### config.mk
export PLATFORM = sky130hd
export DESIGN_NAME = trace_buffer
export DESIGN_NICKNAME = d
export VERILOG_FILES = /design/src/rtl/trace_buffer.sv
export SDC_FILE = /design/constraint.sdc
export NUM_CORES = 2
export LEC_CHECK = 0
export ABC_AREA = 1
export CELL_PAD_IN_SITES_DETAIL_PLACEMENT = 1
export CELL_PAD_IN_SITES_GLOBAL_PLACEMENT = 2
export CORE_MARGIN = 2
export CORE_UTILIZATION = 38
export DETAILED_ROUTE_END_ITERATION = 12
export GPL_TIMING_DRIVEN = 0
export PLACE_DENSITY_LB_ADDON = 0.1
export SETUP_SLACK_MARGIN = 0.1
export SYNTH_ARGS = -nofsm -noshare
export SYNTH_HDL_FRONTEND = slang
export SYNTH_SLANG_ARGS = --single-unit
### constraint.sdc
create_clock -name clk -period 17.7 [get_ports clk]
set_input_delay 3.54 -clock clk [delete_from_list [all_inputs] [get_ports clk]]
set_output_delay 3.54 -clock clk [all_outputs]
set_load 0.02 [all_outputs]
### src/rtl/trace_buffer.sv
// Circular trace store behind the data packer: captures packed vectors while
// tracing, keeps the newest TB_SIZE of them, then drains oldest-first to the host.
module trace_buffer #(
    parameter int N          = 8,
    parameter int DATA_WIDTH = 32,
    parameter int TB_SIZE    = 8,
    parameter int DROP_WIDTH = 16
) (
    input  logic                               clk,
    input  logic                               rst_n,
    input  logic                               tracing,
    input  logic                               valid_in,
    input  logic [N-1:0][DATA_WIDTH-1:0]       vector_in,
    input  logic                               drain_req,
    input  logic                               out_ready,
    output logic                               out_valid,
    output logic [N-1:0][DATA_WIDTH-1:0]       vector_out,
    output logic                               out_last,
    output logic [$clog2(TB_SIZE):0]           occupancy,
    output logic                               wrapped,
    output logic [DROP_WIDTH-1:0]              drop_count,
    output logic                               busy,
    output logic                               dbg_state_o
);

    localparam int PTR_W = $clog2(TB_SIZE);
    localparam int OCC_W = PTR_W + 1;
    localparam logic [OCC_W-1:0] OCC_FULL = OCC_W'(TB_SIZE);
    localparam logic [OCC_W-1:0] OCC_ONE  = OCC_W'(1);
    localparam logic [OCC_W-1:0] OCC_TWO  = OCC_W'(2);
    localparam logic [PTR_W-1:0] PTR_ONE  = PTR_W'(1);
    localparam logic [DROP_WIDTH-1:0] DROP_MAX = {DROP_WIDTH{1'b1}};

    typedef enum logic {
        S_CAPTURE = 1'b0,
        S_DRAIN   = 1'b1
    } state_t;

    logic [N-1:0][DATA_WIDTH-1:0] mem [TB_SIZE];

    state_t                       state_q, state_d;
    logic [PTR_W-1:0]             wr_ptr_q, wr_ptr_d;
    logic [PTR_W-1:0]             rd_ptr_q, rd_ptr_d;
    logic [OCC_W-1:0]             occ_q, occ_d;
    logic                         wrapped_q, wrapped_d;
    logic [DROP_WIDTH-1:0]        drop_q, drop_d;
    logic                         out_valid_q, out_valid_d;
    logic                         out_last_q, out_last_d;
    logic [N-1:0][DATA_WIDTH-1:0] vec_q, vec_d;

    logic             write_en;
    logic             handshake;
    logic [PTR_W-1:0] rd_ptr_inc;

    // Output handshake: a beat transfers on any rising edge where out_valid and
    // out_ready are both high; until then vector_out/out_last are held stable.
    assign write_en   = (state_q == S_CAPTURE) && valid_in && tracing;
    assign handshake  = out_valid_q && out_ready;
    assign rd_ptr_inc = rd_ptr_q + PTR_ONE;

    always_comb begin
        state_d     = state_q;
        wr_ptr_d    = wr_ptr_q;
        rd_ptr_d    = rd_ptr_q;
        occ_d       = occ_q;
        wrapped_d   = wrapped_q;
        drop_d      = drop_q;
        out_valid_d = out_valid_q;
        out_last_d  = out_last_q;
        vec_d       = vec_q;

        case (state_q)
            S_CAPTURE: begin
                if (write_en) begin
                    wr_ptr_d = wr_ptr_q + PTR_ONE;
                    if (occ_q == OCC_FULL) begin
                        // Full: the oldest entry is overwritten, so the read side advances with it.
                        rd_ptr_d  = rd_ptr_inc;
                        wrapped_d = 1'b1;
                    end else begin
                        occ_d = occ_q + OCC_ONE;
                    end
                end else if (drain_req && !tracing && (occ_q != '0)) begin
                    state_d     = S_DRAIN;
                    out_valid_d = 1'b1;
                    out_last_d  = (occ_q == OCC_ONE);
                    vec_d       = mem[rd_ptr_q];
                end
            end

            S_DRAIN: begin
                if (valid_in && tracing && (drop_q != DROP_MAX)) begin
                    drop_d = drop_q + DROP_WIDTH'(1);
                end
                if (handshake) begin
                    rd_ptr_d = rd_ptr_inc;
                    if (out_last_q) begin
                        state_d     = S_CAPTURE;
                        out_valid_d = 1'b0;
                        out_last_d  = 1'b0;
                        occ_d       = '0;
                        wrapped_d   = 1'b0;
                    end else begin
                        // Read ahead from the incremented pointer so the next beat has no bubble.
                        occ_d      = occ_q - OCC_ONE;
                        out_last_d = (occ_q == OCC_TWO);
                        vec_d      = mem[rd_ptr_inc];
                    end
                end
            end

            default: begin
                state_d = S_CAPTURE;
            end
        endcase
    end

    always_ff @(posedge clk or negedge rst_n) begin
        if (!rst_n) begin
            state_q     <= S_CAPTURE;
            wr_ptr_q    <= '0;
            rd_ptr_q    <= '0;
            occ_q       <= '0;
            wrapped_q   <= 1'b0;
            drop_q      <= '0;
            out_valid_q <= 1'b0;
            out_last_q  <= 1'b0;
            vec_q       <= '0;
        end else begin
            state_q     <= state_d;
            wr_ptr_q    <= wr_ptr_d;
            rd_ptr_q    <= rd_ptr_d;
            occ_q       <= occ_d;
            wrapped_q   <= wrapped_d;
            drop_q      <= drop_d;
            out_valid_q <= out_valid_d;
            out_last_q  <= out_last_d;
            vec_q       <= vec_d;
        end
    end

    // Storage is deliberately unreset so it can map onto a simple dual-port RAM.
    always_ff @(posedge clk) begin
        if (write_en) begin
            mem[wr_ptr_q] <= vector_in;
        end
    end

    assign out_valid   = out_valid_q;
    assign vector_out  = vec_q;
    assign out_last    = out_last_q;
    assign occupancy   = occ_q;
    assign wrapped     = wrapped_q;
    assign drop_count  = drop_q;
    assign busy        = (state_q == S_DRAIN);
    assign dbg_state_o = state_q;

endmodule
* Yosys cells after proc, flatten, opt, wreduce, memory -nomap -nowiden
Memory sizes are Yosys's and may differ from the RTL's. Cells that the tools add are included.
Storage, ports and cells: bits in registers 286, RAM bits 2048, bits of input ports 262, output and inout port bits 281, word-level logic and storage cells 86, memories kept 1
Cells by class: add/subtract/negate cells 5, eq/ne operators 12, multiplexer cells 34, bitwise logic cells 1, reduce and logical (&&, ||, !) cells 17
Memory list:
- mem | depth 8, width 256, read ports 2, clocked after memory_dff 0, wr ports 1, line 39 | logic [N-1:0][DATA_WIDTH-1:0] mem [TB_SIZE];
Operators by type and width (number):
- two-way mux 256 bit | 4
- case mux 256 bit (2 select lines) | 1
- adder 16 x 1 -> 16 bit, second input constant | 1
- two-way mux 1 bit | 16
- two-way mux 4 bit | 4
- inequality test 16 bit, second input constant | 1
- AND reduction 4 bit | 3
- two-way mux 3 bit | 3
- AND reduction 3 bit | 3
- inequality test 2 x 1 -> 1 bit, second input constant | 4
- inequality test 2 bit, second input constant | 4
- case mux 1 bit (2 select lines) | 4
- case mux 4 bit (2 select lines) | 1
- logical AND 1 bit | 7
- adder 3 x 1 -> 3 bit, second input constant | 2
- case mux 3 bit (2 select lines) | 1
- adder 4 x 1 -> 4 bit, second input constant | 1
- == test 4 x 1 -> 1 bit, second input constant | 1
- == test 4 x 2 -> 1 bit, second input constant | 1
- == test 4 bit, second input constant | 1
- AND reduction 2 bit | 2
- nonzero test 4 bit | 1
- subtractor 4 x 1 -> 4 bit, second input constant | 1
- zero test 1 bit | 1
- inverter 1 bit | 1

* Depth between registers and ports, before layout
word-level depth 6, depth in mapped cells 13

* Worst setup path after synthesis
Ideal clock, no wire load.
path type input-to-reg, start in tracing, end mem mem[0][0] (netlist bit) (enable), setup time 0.877 ns, arrival 14.595 ns, data required time 16.823 ns, path slack 2.227 ns, stages 3, path through nand3_1 or2_2 nor2_1
On the way: word-level cells in the longest chain between the ends 3
RTL lines:
- start, declared | line 11 | input logic tracing,
- logical AND 1 bit | line 57 | assign write_en = (state_q == S_CAPTURE) && valid_in && tracing;
- two-way mux 1 bit | line 144 | if (write_en) begin
- two-way mux 1 bit (not written as such) | line 145 | mem[wr_ptr_q] <= vector_in;
- end, declared | line 39
Every way passes these cells.

* Final worst setup path
start in tracing, end mem mem[4][0] (netlist bit) (enable)
Same word-level chain as after synthesis.

==> results by group <==
Status
  – Status: finished, final reports clean

Final layout
  – Most common cell after layout, fill and taps aside: nand2_1
  – Commonest non-fill, non-tap cells in the layout: nand2_1 (5853), nand3_1 (3278), edfxtp_1 (2048)
  – Share of layout cells above drive strength 1: 0.0833
  – Area growth, synth to finish: 19.0%
  – Post-Route Utilization: 0.455
  – # nets final: 15252

Clocking
  – Setup repair bufs after CTS: 0
  – CTS tree: yes
  – Clock Path Buffers: 4
  – Hold buffers post-CTS: 0
  – Num CTS Buffers: approximately 290
  – CTS clk-pin slew, worst paths: 0.06 ns
  – H-tree depth: 5
  – Clock Latency Late Sink: between 0.9 and 1 ns
  – Resized Gates After CTS: 0
  – Clk root buf: clkbuf_16
  – CTS sink cnt: 2334

STA
  – Clock skew: about 0.036 ns
  – Pins Over Slew Limit: 0
  – Fin Hold WS: 0.476 ns
  – # setup viols final: 0
  – Final TNS setup: 0 ns
  – Max transition margin: 0.205
  – Period utilization: 0.356
  – Tmin final: 6.30 ns
  – Worst Slack Setup Final: 11.40 ns
  – Hold Fails Final Rpt: 0
  – Fmax: 159 MHz
  – RSZ-0062 raised after global routing: false
  – Worst slew pin tran: 1.19 ns

Pwr
  – Pwr Density: approximately 86 nW/um^2
  – VDD IR max: about 0.000078 V
  – Leakage: 62.3 nW

Global route
  – Total grt overflow: 0
  – GRT Resource Usage Total: 0.344
  – Initial antenna violation count: 123
  – First-pass GRT wire length: 787000 um
  – Vias in the first global route: about 110k
  – Largest net degree at the start of global routing: 87

Synth
  – Cell variety after synth: 32
  – Top cell type's share of synthesized area: 0.520
  – Synth Net Count: between 10000 and 15000
  – Synth Instances: 14033
  – Syn Area/Cell: approximately 8.4 um^2
  – Ys Warns: 0
  – Number of synthesized register bits: 2334
  – Sequential fraction of the synthesis area: 0.580
  – Area contributors post-synth: edfxtp_1 (52%), nand2_1 (19%), nand3_1 (14%)
  – Post-Syn Area: 118000 um^2
  – Post-synth top area cell: edfxtp_1

Place
  – Gpl congestion: between 0.8 and 0.9
  – Place WS: 10.46 ns
  – Buffers on Ports: 542
  – Detailed Place HPWL: 386000 um

Floorplan
  – Initial core utilization: 0.383
  – Die area: 316000 um^2
  – Cell row count: 204
  – Chip Width: 562 um
  – Core ar.: around 310000 um^2
  – Die height: 562 um
  – Top Ports: 543

Hold path
  – HP Class: flip-flop to flip-flop

Detailed routing
  – # DRC: 0
  – First-pass iteration count of the detailed router: 8
  – DR vias: 108372
  – DR vias/cell: 5.58
  – 1st-iter DRT viols: 10887
  – Antenna-violating nets left: 0
  – Post-Route WL: 557000 um
  – WL/cell: about 29 um

Critical path
  – Critical Path RT: 18.32 ns
  – CP Max Fanout: 24
  – Crit end category: flip-flop
  – CP Data Arrival Time: 6.92 ns
  – Crit path kind: input pin to flip-flop
  – CP Launch Type: input pin

Job
  – Maxcap violations: 0
stage by stage:
stage | power (mW) | std cells | area (um^2)
after CTS | 12.1 | 19333 | 141000
after global placement | 6.30 | 18695 | 129000
after global routing | 12.3 | 19363 | 141000
after detailed placement | 6.32 | 18815 | 132000
after floorplan | 6.15 | 14033 | 118000
final | 12.1 | 19409 | 141000
worst paths after layout:
path / cells past startpoint / slack, ns / endpoint / start
max in group asynchronous: 3 / 13.78 / vector_out[8]$_DFFE_PN0P_ / rst_n
worst max-delay path: 10 / 11.40 / mem[4][0]$_DFFE_PP_ / tracing
worst max register to register: 11 / 13.35 / mem[4][0]$_DFFE_PP_ / busy$_DFF_PN0_
min in group asynchronous: 1 / 2.54 / vector_out[212]$_DFFE_PN0P_ / rst_n
worst min-delay path: 2 / 0.48 / vector_out[254]$_DFFE_PN0P_ / vector_out[254]$_DFFE_PN0P_
worst min register to register: 2 / 0.48 / vector_out[254]$_DFFE_PN0P_ / vector_out[254]$_DFFE_PN0P_
where the power goes:
| part | internal (mW) | switching [mW] | total, mW |
|---|---|---|---|
| clock | 3.40 | 2.47 | 5.87 |
| combinational | 0.0731 | 0.122 | 0.195 |
| sequential | 6.00 | 0.0129 | 6.01 |
cell families after synthesis:
| logic type | synth area share |
|---|---|
| compound gates | 0.00129 |
| xor+xnor | 0.000740 |
| fa+ha+maj | 0.000846 |
| buf+inv | 0.0911 |
| flops | 0.580 |
| simple gates | 0.326 |
cells in the mapped netlist, drive strengths merged:
cell type and number:
a21oi 4, a22o 1, buf 775, clkbuf 136, clkinv 1, dfrtp 286, edfxtp 2048, ha 8
inv 1570, nand2 5854, nand3 3278, nand4 9, nor2 25, nor3 6, o211ai 1, o21ai 17
o22ai 2, o31ai 1, or2 1, xnor2 1, xor2 9
metal layers:
| metal | global-route usage | share of wire |
|---|---|---|
| met4 | 0.199 | 0.061 |
| met5 | 0 | 0.00063 |
| met3 | 0.0554 | 0.074 |
| met2 | 0.557 | 0.46 |
| met1 | 0.437 | 0.40 |
cell type report:
class                   instances  area, um^2
fillers                     36383      168000
flip-flops and latches       2334       68700
multi-input cells            9217       39000
repair buffers                662        8020
clock buffers                 392        7960
inverters                    1571        5900
well taps                    4120        5150
plain buffers                 911        4890
clock inverters               126        1120
diodes                         76         190
registers in the layout, summed over array words and instances, names as in the netlist:
name	flops
mem	2048
vector_out	256
drop_count	16
occupancy	4
rd_ptr_q	3
wr_ptr_q	3
busy	1
out_last	1
out_valid	1
wrapped	1
critical path, stage by stage:
cell and delay (ns):
clkdlybuf4s50_1 0.50, nand3_1 0.17, or2_2 0.46, nor2_4 0.71, buf_12 0.30, buf_12 0.23
buf_12 0.23, buf_12 0.22, buf_12 0.23, buf_16 0.19
Note: power is estimated with default switching activity, not from simulation.
